<file path="config.mk">
export PLATFORM = sky130hd
export DESIGN_NAME = sel_rr_scheduler_flat
export DESIGN_NICKNAME = d
export VERILOG_FILES = /design/src/rtl/sel_rr_scheduler_pkg.sv /design/src/rtl/sel_rr_scheduler_if.sv /design/src/rtl/sel_rr_scheduler_rr_pick.sv /design/src/rtl/sel_rr_scheduler.sv /design/src/flat_wrapper.sv
export SDC_FILE = /design/constraint.sdc
export NUM_CORES = 1
export LEC_CHECK = 0
export CAP_MARGIN = 20
export CORE_MARGIN = 5
export CORE_UTILIZATION = 54
export CTS_CLUSTER_SIZE = 40
export DETAILED_ROUTE_END_ITERATION = 8
export PLACE_DENSITY_LB_ADDON = 0.15
export SKIP_CTS_REPAIR_TIMING = 1
export SYNTH_ARGS = -nofsm -noshare
export SYNTH_HDL_FRONTEND = slang
export SYNTH_SLANG_ARGS = --single-unit
</file>
<file path="constraint.sdc">
create_clock -name clk -period 4.5 [get_ports clk]
set_input_delay 0.9 -clock clk [delete_from_list [all_inputs] [get_ports clk]]
set_output_delay 0.9 -clock clk [all_outputs]
set_load 0.02 [all_outputs]
</file>
<file path="src/rtl/sel_rr_scheduler_pkg.sv">
// Shared constants and state type for the round-robin selector scheduler.
package sel_pkg;
  localparam int unsigned NUM_CH = 4;
  localparam int unsigned SEL_W  = 2;

  typedef enum logic {
    IDLE,
    GRANT
  } state_e;
endpackage

</file>
<file path="src/rtl/sel_rr_scheduler_if.sv">
// Request/grant bundle between the requesting channels and the scheduler.
interface sel_rr_scheduler_if;
  import sel_pkg::*;

  logic              en;
  logic [NUM_CH-1:0] req;
  logic [SEL_W-1:0]  sel;
  logic [NUM_CH-1:0] gnt;
  logic              valid;
  logic              switch;

  // Requester side: drives enable/requests, observes the grant.
  modport master (
    output en, req,
    input  sel, gnt, valid, switch
  );

  // Scheduler side.
  modport slave (
    input  en, req,
    output sel, gnt, valid, switch
  );
endinterface

</file>
<file path="src/rtl/sel_rr_scheduler_rr_pick.sv">
// Rotating priority encoder: first set request at or after start, wrapping 3->0.
module rr_pick
  import sel_pkg::*;
(
  input  logic [NUM_CH-1:0] req,
  input  logic [SEL_W-1:0]  start,
  output logic              found,
  output logic [SEL_W-1:0]  idx
);

  // Scan offsets 0..3 from start; the lowest offset with a request wins.
  always_comb begin
    logic [SEL_W-1:0] cand;
    found = 1'b0;
    idx   = '0;
    cand  = '0;
    for (int unsigned i = 0; i < NUM_CH; i++) begin
      cand = start + SEL_W'(i);
      if (!found && req[cand]) begin
        found = 1'b1;
        idx   = cand;
      end
    end
  end

endmodule

</file>
<file path="src/rtl/sel_rr_scheduler.sv">
// Round-robin scheduler producing the registered SEL/GNT for the 4-to-1 selector.
module sel_rr_scheduler
  import sel_pkg::*;
#(
  parameter int unsigned HOLD_MAX = 4
) (
  input  logic                clk,
  input  logic                rst_n,
  sel_rr_scheduler_if.slave   bus
);

  localparam int unsigned HCNT_W = $clog2(HOLD_MAX + 1);

  state_e            state_q, state_d;
  logic [SEL_W-1:0]  cur_q, cur_d;
  logic [SEL_W-1:0]  ptr_q, ptr_d;
  logic [HCNT_W-1:0] hcnt_q, hcnt_d;
  logic [NUM_CH-1:0] gnt_q, gnt_d;
  logic              valid_q, valid_d;
  logic              switch_q, switch_d;

  logic [SEL_W-1:0]  pick_start;
  logic [SEL_W-1:0]  pick_idx;
  logic              pick_found;
  logic              release_c;

  // One encoder serves both states: in GRANT the search starts just past the
  // current channel, which equals the pointer value written on release.
  always_comb begin
    pick_start = (state_q == GRANT) ? cur_q + SEL_W'(1) : ptr_q;
  end

  rr_pick u_pick (
    .req   (bus.req),
    .start (pick_start),
    .found (pick_found),
    .idx   (pick_idx)
  );

  // Grant ends on disable, on the holder dropping its request, or at the hold limit.
  always_comb begin
    release_c = !bus.en || !bus.req[cur_q] || (hcnt_q == HCNT_W'(HOLD_MAX));
  end

  // Next-state and next-output decision.
  always_comb begin
    state_d  = state_q;
    cur_d    = cur_q;
    ptr_d    = ptr_q;
    hcnt_d   = hcnt_q;
    gnt_d    = gnt_q;
    valid_d  = valid_q;
    switch_d = 1'b0;
    unique case (state_q)
      IDLE: begin
        gnt_d   = '0;
        valid_d = 1'b0;
        if (bus.en && pick_found) begin
          state_d  = GRANT;
          cur_d    = pick_idx;
          hcnt_d   = HCNT_W'(1);
          gnt_d    = NUM_CH'(1) << pick_idx;
          valid_d  = 1'b1;
          switch_d = 1'b1;
        end
      end
      GRANT: begin
        if (!release_c) begin
          hcnt_d = hcnt_q + HCNT_W'(1);
        end else begin
          ptr_d = cur_q + SEL_W'(1);
          if (bus.en && pick_found) begin
            cur_d    = pick_idx;
            hcnt_d   = HCNT_W'(1);
            gnt_d    = NUM_CH'(1) << pick_idx;
            valid_d  = 1'b1;
            switch_d = (pick_idx != cur_q);
          end else begin
            state_d = IDLE;
            hcnt_d  = '0;
            gnt_d   = '0;
            valid_d = 1'b0;
          end
        end
      end
      default: state_d = IDLE;
    endcase
  end

  // State and output registers with asynchronous active-low reset.
  always_ff @(posedge clk or negedge rst_n) begin
    if (!rst_n) begin
      state_q  <= IDLE;
      cur_q    <= '0;
      ptr_q    <= '0;
      hcnt_q   <= '0;
      gnt_q    <= '0;
      valid_q  <= 1'b0;
      switch_q <= 1'b0;
    end else begin
      state_q  <= state_d;
      cur_q    <= cur_d;
      ptr_q    <= ptr_d;
      hcnt_q   <= hcnt_d;
      gnt_q    <= gnt_d;
      valid_q  <= valid_d;
      switch_q <= switch_d;
    end
  end

  assign bus.sel    = cur_q;
  assign bus.gnt    = gnt_q;
  assign bus.valid  = valid_q;
  assign bus.switch = switch_q;

endmodule

</file>
<file path="src/flat_wrapper.sv">
// flat-port wrapper written by rule: the top's interface ports become plain ports
module sel_rr_scheduler_flat import sel_pkg::*;
#(
  parameter int unsigned HOLD_MAX = 4
)
  (clk, rst_n, bus_en, bus_req, bus_sel, bus_gnt, bus_valid, bus_switch);
  sel_rr_scheduler_if bus_i ();
  input  logic clk;
  input  logic rst_n;
  input wire logic [$bits(bus_i.en)-1:0] bus_en;
  input wire logic [$bits(bus_i.req)-1:0] bus_req;
  output wire logic [$bits(bus_i.sel)-1:0] bus_sel;
  output wire logic [$bits(bus_i.gnt)-1:0] bus_gnt;
  output wire logic [$bits(bus_i.valid)-1:0] bus_valid;
  output wire logic [$bits(bus_i.switch)-1:0] bus_switch;
  assign bus_i.en = bus_en;
  assign bus_i.req = bus_req;
  assign bus_sel = bus_i.sel;
  assign bus_gnt = bus_i.gnt;
  assign bus_valid = bus_i.valid;
  assign bus_switch = bus_i.switch;
  sel_rr_scheduler #(.HOLD_MAX(HOLD_MAX)) u_core (.clk(clk), .rst_n(rst_n), .bus(bus_i));
endmodule
</file>
==> results <==
- The run finished with clean final reports.
- The placeable core region is between 1000 and 1500 sq um.
- Measured against its own limit, the worst slew margin works out to between 50% and 60%.
- The worst min-delay path startpoint is u_core.bus.gnt[1]$_DFFE_PN0N_.
- After Yosys synthesis, full adders, half adders and majority gates account for under 10% of the synthesized area.
- The cell row count is 14.
- In the post-route analysis, the smallest setup slack over all paths is around 1900 ps.
- The critical path is of the input pin to register type.
- The placed instances occupy a cell area of 970 sq um.
- The global placement routability congestion is 0.780.
- The post-detailed-route via-to-cell ratio is 6.00.
- By area, the combinational part of the netlist is dominated by compound AO/OA/AOI/OAI gates.
- The number of cells on the worst hold path is 1.
- Entering global routing, the biggest net connects 15 pins.
- The clock net in this run drives a total of 14 sinks.
- The total routed wirelength is approximately 1700 um.
- The worst-path maximum fanout is 7.
- The power per unit of standard cell area is 480 nW/um^2.
- Measured against the total synthesized area, the mux share comes to under 10%.
- Setup repair after global routing left no endpoint under its margin.
- The number of buffers on the longest clock path is 2.
- The area share of xor/xnor cells in the synthesized design is roughly 4.0%.
- The launching point of the worst reg2reg path is u_core.bus.sel[0]$_DFFE_PN0P_.
- Clock tree synthesis inserted a total of 3 buffers.
- The synthesized netlist contains 31 unique library cells.
- STA puts the critical path data required time at ~4700 ps.
- The share of the clock period used by the worst path is 57.3%.
- At the pin with the least slew margin, the transition time is ~700 ps.
- The internal reg-to-reg setup slack is 2680 ps.
- The first routing iteration left 23 violations.
- The die height is 49.4 um.
- The final antenna diode count is 0.
- The clock reaches the later pin of the worst-skew pair after roughly 280 ps.
- The arrival time reported for the critical path endpoint is between 2000 and 3000 ps.
- The number of design rule violations left after detail routing is 0.
- The cell count after synthesis is 89.
- The global-route wire length before repair is ~3000 um.
- The kind of start point of the critical path is an input pin.
- The average cell area after synthesis is about 9.4 sq um.
- The destination of the worst register-to-register timing path is u_core.bus.switch$_DFF_PN0_.
- The overall die area is around 2400 sq um.
- Detailed placement finished with a half-perimeter wire length of ~1300 um.
- The highest-delay cell along the critical path is o41ai_1.
- The number of endpoints with negative hold slack in the final report is 0.
- The number of warnings printed during yosys synthesis is 0.
- 15 I/O pins were placed.
- The count of pins over their slew limit is 0.
- The clock tree from TritonCTS is built.
- The number of antenna violations at the first check in global routing was 0.
- Setup violations remaining at the end of the flow were counted as 0.
- The area share of and/or/nand/nor cells after synthesis is between 15 and 20%.
- The number of max-cap violations is 0.
- The routed wirelength normalized by instance count is 14.1 um.
- The final cell area excluding filler cells is ~1000 sq um.
- The number of flip-flops and latches in the synthesized netlist is 14.
- Before CTS, the worst setup slack after placement is between 1500 and 2000 ps.
- The share of the synthesized area in compound gates (AO/OA/AOI/OAI) is a little under a quarter.
- The minimum clock period after layout is between 2000 and 3000 ps.
- At the end of the flow, the number of nets in the layout was between 100 and 150.
- The post-synth design cell area is between 800 and 900 sq um.
- The tree is rooted in a clkbuf_4.
- The fraction of final layout cells with drive strength greater than 1 is a little under an eighth.
- The largest stage delay on the critical path is 690 ps.
- The worst-case reg-to-reg path depth is 6.
- For this run, the detailed router's first-pass iteration total came to 4.
- Counting the fill cells in the layout gives 110.
- The number of global-route vias before repair is between 600 and 700.
- Summed over all layers, the global routing overflow is 0.
- The count of vias placed by the detailed router is 720.
- Synthesis produced a netlist with a net count of 98.
- The start point of the critical path is bus_req[3].
- The detail route stage leaves a number of antenna-violating nets equal to 0.
- The multi-input combinational cells in the finished layout cover a total of 425 sq um.
- In this run the static leakage power is between 0.4 and 0.5 nW.
- Compared with the post-synthesis result, the final layout area differs by 20.2%.
- Global routing consumed, over all layers together, between 10% and 20% of the routing resources.
- The kind of capture point of the worst setup path is a register.
- Traced cell by cell, the critical path runs through clkdlybuf4s50_1 -> o41ai_1 -> inv_1 -> o21ai_1 -> o21ai_0.
- After clock tree synthesis, the clock-pin slew on the worst setup and hold paths is roughly 80 ps.
- The footprint of the flip-flops and latches is around 350 sq um.
- The final cell utilization of the core is between 60% and 70%.
- Measured along the x axis, the die boundary spans between 40 and 50 um.
- The worst-case clock skew is 2.23 ps.
- After synthesis, flip-flops and latches occupy a little over two fifths of the total area.
- For this run, the top clock speed supported by timing is approximately 390 MHz.
- The port buffer count is 14.
- Setup total negative slack on the finished layout was measured at 0 ps.
- The starting density of the core is a little under three fifths.
- The path category of the worst min-delay check is register to register.
- The peak ir drop on the vdd network is roughly 0.28 mV.
- The end point of the most critical hold path is u_core.bus.gnt[1]$_DFFE_PN0N_.
- The deepest level of the CTS H-tree is 1.
## area by class of cell
class / count / share of cell area (%)
Clock buffer: 4 / 3.61
Inverter: 9 / 3.36
Multi-Input combinational cell: 63 / 42.3
Sequential cell: 14 / 34.8
Tap cell: 16 / 1.99
Timing Repair Buffer: 14 / 13.9
## layer usage
| metal | up-vias | part of all wire, % | wire, um | global-route usage [%] |
|---|---|---|---|---|
| met1 | 355 | 45 | 762 | 20.5 |
| met4 | 0 | 0 | 0 | 1.75 |
| li1 | 349 | - | - | - |
| met5 | - | 0 | 0 | 0 |
| met2 | 16 | 48 | 812 | 24.5 |
| met3 | 0 | 7.0 | 119 | 5.81 |
## synthesized netlist by cell type (all sizes together)
cell type   n  share of area, %
a2111oi     1               1.8
a21oi       4               2.4
a22o        6               6.3
a31oi       4               3.0
a41oi       1               1.0
and3        2               2.1
and3b       1               1.2
buf         3               3.3
dfrtp      14                42
ha          2               3.0
inv         9               4.0
mux4        1               2.7
nand2       8               3.6
nand3       4               3.0
nand3b      1              0.90
nor2       10               5.7
nor2b       1              0.75
nor3        2               1.2
o211ai      1              0.90
o21a        1              0.90
o21ai       9               5.4
o41ai       1               1.0
xnor2       2               3.0
xor2        1               1.0
## how the worst max path moves through the flow
| stage | to | depth (start not counted) |
|---|---|---|
| CTS | u_core.bus.sel[1]$_DFFE_PN0P_ | 5 |
| global route | u_core.bus.sel[1]$_DFFE_PN0P_ | 5 |
| finish | u_core.bus.sel[1]$_DFFE_PN0P_ | 5 |
| detailed placement | u_core.bus.sel[1]$_DFFE_PN0P_ | 5 |
| global placement | u_core.bus.sel[0]$_DFFE_PN0P_ | 5 |
| floorplan | u_core.bus.sel[0]$_DFFE_PN0P_ | 4 |
## where the power goes
part / switching [mW] / internal [mW] / leakage (nW)
clock network: 0.0400 / 0.0492 / 0.0210
logic: 0.0993 / 0.0982 / 0.255
registers: 0.0424 / 0.154 / 0.174
total: 0.182 / 0.301 / 0.450
## cells by family (layout without fill, tap and decap cells)
logic type | count (synthesis) | in the layout
AOI/OAI and AO/OA | 28 | 28
xor gates and xnor gates | 3 | 3
adders and majority gates | 2 | 2
buffers and inverters | 12 | 27
DFF | 14 | 14
muxes | 1 | 1
and+or+nand+nor | 29 | 29
## flip-flops by register name, summed over array words and instances, names as in the netlist
name               count
u_core.bus.gnt         4
u_core.bus.sel         2
u_core.bus.switch      1
u_core.bus.valid       1
u_core.hcnt_q          3
u_core.ptr_q           2
u_core.state_q         1
## cell usage in the layout, fill, tap and decap left out, types with 3 or more instances in the layout
| cell | count |
|---|---|
| a21oi_1 | 4 |
| a22o_1 | 6 |
| a31oi_1 | 4 |
| clkbuf_4 | 3 |
| clkdlybuf4s50_1 | 14 |
| dfrtp_1 | 14 |
| inv_1 | 9 |
| nand2_1 | 8 |
| nand3_1 | 3 |
| nor2_1 | 8 |
| o21ai_0 | 7 |
## critical path, delay by kind of cell
kind                   cells  cell delay, ps
buffers and inverters      2             730
AOI/OAI and AO/OA          3            1110
## through the flow
stage	hold slack [ps]	power [mW]	std cells
after global routing	530	0.523	120
after detailed placement	482	0.396	116
after floorplan	451	0.340	89
final	505	0.483	120
after global placement	473	0.394	116
after CTS	515	0.488	120
No activity file was read; power rests on OpenSTA's default activity.
